File: src/rtl/instr_sequencer_pkg.sv
// Shared definitions for the x72 instruction sequencer: FSM state encoding
// and the default geometry used by the sequencer and its FIFO.
package x72_seq_pkg;

  localparam int DEF_WIDTH   = 9;   // matches the processor's Din width
  localparam int DEF_DEPTH   = 16;  // FIFO entries, power of two
  localparam int DEF_TIMEOUT = 64;  // WAIT cycles allowed before abort

  typedef enum logic {
    IDLE = 1'b0,
    WAIT = 1'b1
  } seq_state_t;

endpackage

File: src/rtl/instr_sequencer_fifo.sv
// Synchronous FIFO holding instruction words for the sequencer.
// Pointers carry an extra wrap bit so full and empty are distinguishable
// with equal low bits. Both flags are registered from the next-state
// pointers, so they reflect the edge that caused the change. The head word
// is read combinationally so a word pushed at edge E can be popped and
// latched by the parent at E+1 without a prefetch bubble.
module sync_fifo
  import x72_seq_pkg::*;
#(
  parameter int WIDTH = DEF_WIDTH,
  parameter int DEPTH = DEF_DEPTH
) (
  input  logic             clk,
  input  logic             rst,
  input  logic             push,
  input  logic [WIDTH-1:0] push_data,
  input  logic             pop,
  output logic [WIDTH-1:0] pop_data,
  output logic             full,
  output logic             empty
);

  localparam int AW = $clog2(DEPTH);

  logic [WIDTH-1:0] mem [DEPTH];
  logic [AW:0]      wr_ptr_reg, wr_ptr_next;
  logic [AW:0]      rd_ptr_reg, rd_ptr_next;
  logic             full_reg, full_next;
  logic             empty_reg, empty_next;
  logic             push_ok, pop_ok;

  // A push into a full FIFO is dropped here; the parent flags it.
  assign push_ok = push && !full_reg;
  assign pop_ok  = pop && !empty_reg;

  // Next pointers and the flags they imply.
  always_comb begin
    wr_ptr_next = wr_ptr_reg + {{AW{1'b0}}, push_ok};
    rd_ptr_next = rd_ptr_reg + {{AW{1'b0}}, pop_ok};
    empty_next  = (wr_ptr_next == rd_ptr_next);
    full_next   = (wr_ptr_next[AW] != rd_ptr_next[AW]) &&
                  (wr_ptr_next[AW-1:0] == rd_ptr_next[AW-1:0]);
  end

  // Pointer and flag registers; reset empties the FIFO.
  always_ff @(posedge clk) begin
    if (rst) begin
      wr_ptr_reg <= '0;
      rd_ptr_reg <= '0;
      full_reg   <= 1'b0;
      empty_reg  <= 1'b1;
    end else begin
      wr_ptr_reg <= wr_ptr_next;
      rd_ptr_reg <= rd_ptr_next;
      full_reg   <= full_next;
      empty_reg  <= empty_next;
    end
  end

  // Storage write; contents need no reset since the pointers gate them.
  always_ff @(posedge clk) begin
    if (push_ok) begin
      mem[wr_ptr_reg[AW-1:0]] <= push_data;
    end
  end

  assign pop_data = mem[rd_ptr_reg[AW-1:0]];
  assign full     = full_reg;
  assign empty    = empty_reg;

endmodule

File: src/rtl/instr_sequencer.sv
// Instruction sequencer: buffers host-loaded instruction words and issues
// them one at a time to the x72 processor over the run/done handshake.
// A run pulse accompanies each issued word; the next word goes out on the
// edge that accepts done (no bubble). A missing done aborts after TIMEOUT
// WAIT cycles with the FIFO left intact.
module instr_sequencer
  import x72_seq_pkg::*;
#(
  parameter int WIDTH   = DEF_WIDTH,
  parameter int DEPTH   = DEF_DEPTH,
  parameter int TIMEOUT = DEF_TIMEOUT
) (
  input  logic             clk,
  input  logic             rst,
  input  logic             wr_en,
  input  logic [WIDTH-1:0] wr_data,
  output logic             full,
  output logic             empty,
  input  logic             start,
  output logic [WIDTH-1:0] din,
  output logic             run,
  input  logic             done,
  output logic             busy,
  output logic             all_done,
  output logic             overflow,
  output logic             timeout_err,
  output logic [15:0]      exec_count
);

  localparam int CW = $clog2(TIMEOUT + 1);
  // The abort edge is the one on which the counter would reach TIMEOUT.
  localparam logic [CW-1:0] LAST_WAIT = CW'(TIMEOUT - 1);

  seq_state_t       state_reg;
  logic [WIDTH-1:0] din_reg;
  logic             run_reg;
  logic             busy_reg;
  logic             all_done_reg;
  logic             overflow_reg;
  logic             timeout_reg;
  logic [15:0]      exec_count_reg;
  logic [CW-1:0]    wait_cnt_reg;

  logic             fifo_full, fifo_empty;
  logic [WIDTH-1:0] fifo_head;
  logic             valid_done;
  logic             fifo_pop;

  // done on the cycle run is still high belongs to the previous handshake
  // and is not accepted.
  assign valid_done = (state_reg == WAIT) && done && !run_reg;

  // Pop on a start from IDLE or on an accepted done; the FIFO itself
  // ignores the request when it is empty.
  assign fifo_pop = ((state_reg == IDLE) && start) || valid_done;

  sync_fifo #(
    .WIDTH (WIDTH),
    .DEPTH (DEPTH)
  ) u_fifo (
    .clk       (clk),
    .rst       (rst),
    .push      (wr_en),
    .push_data (wr_data),
    .pop       (fifo_pop),
    .pop_data  (fifo_head),
    .full      (fifo_full),
    .empty     (fifo_empty)
  );

  // Sequencer FSM with wait counter, completion count and all output registers.
  always_ff @(posedge clk) begin
    if (rst) begin
      state_reg      <= IDLE;
      din_reg        <= '0;
      run_reg        <= 1'b0;
      busy_reg       <= 1'b0;
      all_done_reg   <= 1'b0;
      overflow_reg   <= 1'b0;
      timeout_reg    <= 1'b0;
      exec_count_reg <= '0;
      wait_cnt_reg   <= '0;
    end else begin
      run_reg      <= 1'b0;
      all_done_reg <= 1'b0;

      if (wr_en && fifo_full) begin
        overflow_reg <= 1'b1;
      end

      case (state_reg)
        IDLE: begin
          if (start && !fifo_empty) begin
            din_reg      <= fifo_head;
            run_reg      <= 1'b1;
            wait_cnt_reg <= '0;
            busy_reg     <= 1'b1;
            state_reg    <= WAIT;
          end
        end

        WAIT: begin
          if (valid_done) begin
            exec_count_reg <= exec_count_reg + 16'd1;
            if (!fifo_empty) begin
              din_reg      <= fifo_head;
              run_reg      <= 1'b1;
              wait_cnt_reg <= '0;
            end else begin
              all_done_reg <= 1'b1;
              busy_reg     <= 1'b0;
              state_reg    <= IDLE;
            end
          end else if (wait_cnt_reg == LAST_WAIT) begin
            timeout_reg <= 1'b1;
            busy_reg    <= 1'b0;
            state_reg   <= IDLE;
          end else begin
            wait_cnt_reg <= wait_cnt_reg + 1'b1;
          end
        end

        default: begin
          busy_reg  <= 1'b0;
          state_reg <= IDLE;
        end
      endcase
    end
  end

  assign din         = din_reg;
  assign run         = run_reg;
  assign busy        = busy_reg;
  assign all_done    = all_done_reg;
  assign overflow    = overflow_reg;
  assign timeout_err = timeout_reg;
  assign exec_count  = exec_count_reg;
  assign full        = fifo_full;
  assign empty       = fifo_empty;

endmodule

File: config.mk
export PLATFORM = sky130hd
export DESIGN_NAME = instr_sequencer
export DESIGN_NICKNAME = d
export VERILOG_FILES = /design/src/rtl/instr_sequencer_pkg.sv /design/src/rtl/instr_sequencer_fifo.sv /design/src/rtl/instr_sequencer.sv
export SDC_FILE = /design/constraint.sdc
export NUM_CORES = 1
export LEC_CHECK = 0
export CELL_PAD_IN_SITES_DETAIL_PLACEMENT = 1
export CELL_PAD_IN_SITES_GLOBAL_PLACEMENT = 1
export CORE_MARGIN = 2
export CORE_UTILIZATION = 50
export CTS_CLUSTER_SIZE = 16
export DETAILED_ROUTE_END_ITERATION = 10
export GPL_TIMING_DRIVEN = 0
export PLACE_DENSITY_LB_ADDON = 0.12
export SLEW_MARGIN = 15
export SYNTH_ARGS = -nofsm -noshare
export SYNTH_HDL_FRONTEND = slang
export SYNTH_HIERARCHICAL = 1
export SYNTH_SLANG_ARGS = --single-unit
File: constraint.sdc
create_clock -name clk -period 3.1 [get_ports clk]
set_input_delay 0.62 -clock clk [delete_from_list [all_inputs] [get_ports clk]]
set_output_delay 0.62 -clock clk [all_outputs]
set_load 0.01 [all_outputs]
# After elaboration in Yosys (flattened, before gate mapping)
# Memory sizes are Yosys's and may differ from the RTL's. A register that Yosys moved wholly into a read port is not among the register bits.
# Cells that the tools add are included.
dict set report totals {
  n_memories 1
  ff_bits 50
  ramBits 144
  inputBits 14
}
# name depth word_bits read_ports rd_clocked_by_memory_dff write_ports line
set memory_table {}
lappend memory_table {u_fifo.mem 16 9 1 1 1 instr_sequencer_fifo.sv:25} ;# logic [WIDTH-1:0] mem [DEPTH];
dict set report classes {
  reduce_logical 18
  eq_ne 11
  mux 25
  bitwise 2
  addsub 4
}
# op n
set op_table {}
lappend op_table {{$mux W7} 4}
lappend op_table {{$mux W9} 3}
lappend op_table {{$pmux W9 S2} 1}
lappend op_table {{$add A16 B1 Y16 const B} 1}
lappend op_table {{$pmux W7 S2} 1}
lappend op_table {{$mux W1} 12}
lappend op_table {{$reduce_and A3 Y1} 4}
lappend op_table {{$add A5 B1 Y5} 2}
lappend op_table {{$logic_and A1 B1 Y1} 8}
lappend op_table {{$add A7 B1 Y7 const B} 1}
lappend op_table {{$eq A7 B6 Y1 const B} 1}
lappend op_table {{$ne A3 B3 Y1 const B} 2}
lappend op_table {{$pmux W1 S2} 3}
lappend op_table {{$eq A5 B5 Y1} 1}
lappend op_table {{$eq A4 B4 Y1} 1}
lappend op_table {{$mux W4} 1}
lappend op_table {{$ne A2 B1 Y1 const B} 2}
lappend op_table {{$logic_not A1 Y1} 3}
lappend op_table {{$ne A3 B1 Y1 const B} 1}
lappend op_table {{$ne A3 B2 Y1 const B} 1}
lappend op_table {{$reduce_or A3 Y1} 1}
lappend op_table {{$ne A2 B2 Y1 const B} 1}
lappend op_table {{$not A1 Y1} 2}
lappend op_table {{$reduce_and A2 Y1} 1}
lappend op_table {{2 further kinds} 2}

# Depth between registers and ports, before layout
dict set report logic_depth {
  depth_word 7
  mapped_depth 8
  mapped_depth_nobuf 8
}

# Cells and area by module
# Netlist, hierarchy kept.
# module area_per_inst_um2 n_inst cells_per_inst seq_area_each_um2
set modules_own_cells {}
lappend modules_own_cells {sync_fifo 6048.3 1 298 4564.4}
lappend modules_own_cells {instr_sequencer 1674.1 1 176 760.7}

# Least setup slack after synthesis
# Ideal clock, no wire load.
dict set report synth_path {
  path_type {input -> register}
  start {input wr_en}
  end {memory u_fifo/mem[0][0] (netlist bit) (enable)}
  path_stages 3
  slack_ns 0.674
  setup_time_ns 0.387
  arrival_ns 2.040
  path_buffers 0
  cell_sequence {nor2b_1 > or3b_2 > nor3_1}
}
dict set report synth_via {
  elab_chain_len 3
}
# item line
set synth_lines {}
lappend synth_lines {{start, declared} instr_sequencer.sv:15} ;# input logic wr_en,
lappend synth_lines {{$logic_and A1 B1 Y1} instr_sequencer_fifo.sv:33} ;# assign push_ok = push && !full_reg;
lappend synth_lines {{$mux W1} instr_sequencer_fifo.sv:62} ;# if (push_ok) begin
lappend synth_lines {{$mux W1 (not written as such)} instr_sequencer_fifo.sv:63} ;# mem[wr_ptr_reg[AW-1:0]] <= push_data;
lappend synth_lines {{end, declared} instr_sequencer_fifo.sv:25}
# No other way between the ends.

# Final worst setup path
dict set report layout_path {
  start {input wr_en}
  end {register u_fifo.full_reg, in the netlist u_fifo/full}
}
dict set report layout_via {
  elab_chain_len 4
  elab_cells_between_ends 5
  cone_classes {add/sub (1); eq/ne (2); reduce/logical (2)}
}
# item line
set layout_lines {}
lappend layout_lines {{$logic_and A1 B1 Y1 (*)} instr_sequencer_fifo.sv:33}
lappend layout_lines {{$add A5 B1 Y5 (*)} instr_sequencer_fifo.sv:38} ;# wr_ptr_next = wr_ptr_reg + {{AW{1'b0}}, push_ok};
lappend layout_lines {{$eq A4 B4 Y1 or $ne A1 B1 Y1 (tied branches)} {instr_sequencer_fifo.sv:42, instr_sequencer_fifo.sv:41}}
lappend layout_lines {{$logic_and A1 B1 Y1 (*)} instr_sequencer_fifo.sv:41} ;# full_next = (wr_ptr_next[AW] != rd_ptr_next[AW]) &&
lappend layout_lines {{end signal, assigned} instr_sequencer_fifo.sv:55} ;# full_reg <= full_next;
lappend layout_lines {{end, declared} instr_sequencer_fifo.sv:28} ;# logic full_reg, full_next;
# Every way passes the cells marked *; elsewhere a longest branch is shown, timed or not.
# A chain may end at the register's enable or synchronous reset.

==> impl_metrics.py <==
metrics = {
    "run_status": {
        "outcome": "complete, no violations",
    },
    "power": {
        "powerDensity_nw_per_um2": 612,
        "internal_power_mw": 4.17,
        "p_leak_nw": 2.93,
        "ir_drop_uv": 425,
        "p_switching_mw": 1.31,
        "seq_power_share": 0.525,
        "p_comb_frac": 0.109,
        "sw_frac_of_total": 0.240,
        "p_clk_frac": 0.366,
    },
    "synthesis": {
        "async_flop_share": 0,
        "syn_area_um2": 7720,
        "synthCells": 474,
        "syn_nets": 494,
        "synthDistinctLibCells": 54,
        "synth-seq-cells": 194,
        "synth_ff_type": "edfxtp_1",
        "ys_seq_area_frac": 0.690,
        "synth-edff-count": 144,
        "ys_warn_count": 6,
        "syn_avg_cell_area_um2": 16.3,
    },
    "hold_path": {
        "hold_class": "register to register",
        "whs_path_depth": 2,
        "min-delay-start": "wait_cnt_reg[6]",
        "min_to": "wait_cnt_reg[6]",
    },
    "floorplan": {
        "start_util": 0.510,
        "die_w_um": 128,
        "die-area_um2": 16500,
        "num_rows": 45,
        "io_pins": 46,
        "die_h_um": 128,
        "core_um2": 15100,
    },
    "global_routing": {
        "grt_max_degree": 18,
        "grt_pass1_vias": 4538,
        "use_met1": 0.283,
        "antenna_found_initial": 0,
        "grt.total_usage": 0.213,
        "grt_pass1_wl_um": 25500,
        "grt.overflow.total": 0,
        "met2_usage": 0.359,
        "busiest_layer": "met2",
        "grt_util_met3": 0.0438,
    },
    "clock_network": {
        "cts_resized": 0,
        "cts_max_level": 4,
        "clockRootBuffer": "clkbuf_16",
        "hold_buffers": 0,
        "cts_tree": "done",
        "post_cts_buffers": 0,
        "cts-buffers-inserted": 17,
        "worst_skew_pair.late_latency_ns": 0.43,
        "cts_sinks": 194,
        "path_clk_slew_ns": 0.07,
        "clockBufferDepth": 2,
    },
    "setup_path": {
        "cpMostUsedCell": "ha_1",
        "crit_type": "primary input to register",
        "end_kind": "register",
        "crit_chain": "clkdlybuf4s50_1 > nor2b_1 > ha_1 > ha_1 > xnor2_2 > xor3_1 > or3_4 > nor4b_2",
        "critPathBufInv": 1,
        "ff2ff_setup_slack_ns": 0.59,
        "crit_fanout": 5,
        "required_ns": 3.43,
        "worst_ep_arrival_time_ns": 3.19,
        "startpoint_type": "primary input",
        "r2r-end": "din[4]",
        "crit_slowest_cell": "clkdlybuf4s50_1",
        "r2r-start": "u_fifo/rd_ptr_reg[0]",
        "ff2ff_path_depth": 7,
        "cp_top_family": "simple AND/OR/NAND/NOR gates",
        "max_stage_delay_ns": 0.47,
    },
    "final_layout": {
        "drive_gt1_frac": 0.180,
        "layout_commonest_cell": "edfxtp_1",
        "fin_area_um2": 8960,
        "multi_input_area_um2": 2290,
        "largest_reg_flops": 144,
        "nFillCells": 1360,
        "finalNetCount": 558,
        "seq_area_um2": 5330,
        "syn2layout_area_growth_pct": 16.0,
        "fin_util": 0.592,
        "mostFrequentLayoutCells": "144 x edfxtp_1, 50 x dfxtp_1, 48 x nor2_1, 45 x clkdlybuf4s50_1, 36 x mux4_2",
        "antenna_cells": 0,
    },
    "sta": {
        "rsz0062_at_grt": "false",
        "hold_viol": 0,
        "relSlewSlack": 0.356,
        "worst_slew_pin_slew_ns": 0.963,
        "drv_slew": 0,
        "fmax_mhz": 350,
        "setup_viol": 0,
        "fin_worst_skew_ns": 0.00903,
        "period_needed_ns": 2.86,
        "fin_crit_sh": 0.922,
    },
    "placed_design": {
        "numPortBuffers": 45,
        "gp_congestion": 0.742,
        "dp_hpwl_um": 10800,
        "placed_cell_area_um2": 8430,
    },
    "drt": {
        "ant_nets": 0,
        "vias_per_cell": 5.84,
        "drc": 0,
        "num_vias": 4310,
        "wl_per_cell_um": 22.2,
        "first_iter_violations": 280,
        "finalWirelength_um": 16400,
        "first_pass_iters": 4,
    },
    "run": {
        "maxCapViolations": 0,
    },
}
==> per-stage QoR <==
step	total power [mW]	setup slack [ns]	TNS [ns]	cells	hold slack [ns]
4_1_cts	5.53	0.246	0	738	0.467
3_3_place_gp	3.52	-0.459	-10.96	707	0.448
3_5_place_dp	3.54	-0.161	-2.92	707	0.456
5_1_grt	5.68	0.0966	0	738	0.505
2_1_floorplan	3.32	0.674	0	474	0.429
6_report	5.48	0.241	0	738	0.468
==> per-layer routing <==
layer	up-vias	wire length, um
met4	0	238
met5	-	0
met1	2231	7270
li1	1968	-
met2	93	8220
met3	18	624
==> worst min-delay path, stage by stage, from the launching register on <==
cell	delay, ns
dfxtp_1	0.33
inv_1	0.05
a2111oi_0	0.05
==> how the worst max path moves through the flow <==
stage           from          endpoint  depth (start not counted)
2_1_floorplan  wr_en  u_fifo/mem[0][0]                          3
3_3_place_gp   wr_en  u_fifo/mem[0][8]                          4
3_5_place_dp   wr_en       u_fifo/full                          8
4_1_cts        wr_en       u_fifo/full                          8
5_1_grt        wr_en      u_fifo/empty                          8
6_report       wr_en       u_fifo/full                          8
==> cells by family (layout without fill, tap and decap cells) <==
family,after synthesis,after routing,share of synthesized area
simple gates,136,136,0.0930
flops,194,194,0.690
fa+ha+maj,6,6,0.00972
buf+inv,25,101,0.0164
compound gates,44,44,0.0446
mux,45,45,0.117
xor+xnor,24,24,0.0301
==> final cells by class <==
class                      instances  area share
buffer                            21      0.0124
tap                              188      0.0263
sequential                       194       0.594
clock buffer                      18      0.0479
clock inverter                    13      0.0115
inverter                           4     0.00168
timing repair buffer              45      0.0503
multi-input combinational        255       0.256
==> power groups by stage <==
| stage | Combinational, mW | Clock [mW] | Sequential [mW] |
|---|---|---|---|
| after floorplan | 0.378 | 0 | 2.94 |
| after global placement | 0.587 | 0 | 2.94 |
| after global routing | 0.645 | 2.14 | 2.89 |
| after detailed placement | 0.602 | 0 | 2.94 |
| after CTS | 0.606 | 2.05 | 2.88 |
| final | 0.597 | 2.01 | 2.88 |
==> cell usage after synthesis (all sizes together) (6+ instances only) <==
cell type,count,share of area
xor2,13,0.015
nor2b,10,0.0081
a21oi,7,0.0060
buf,15,0.012
mux4,36,0.10
nor2,48,0.023
xnor2,10,0.012
nand3,9,0.0065
nor3,10,0.0065
dfxtp,50,0.13
nand4,8,0.0065
a22oi,18,0.017
mux2i,9,0.012
nand2,20,0.0097
clkbuf,6,0.0029
edfxtp,144,0.56
ha,6,0.0097
Power figures use the tool's default switching activity.
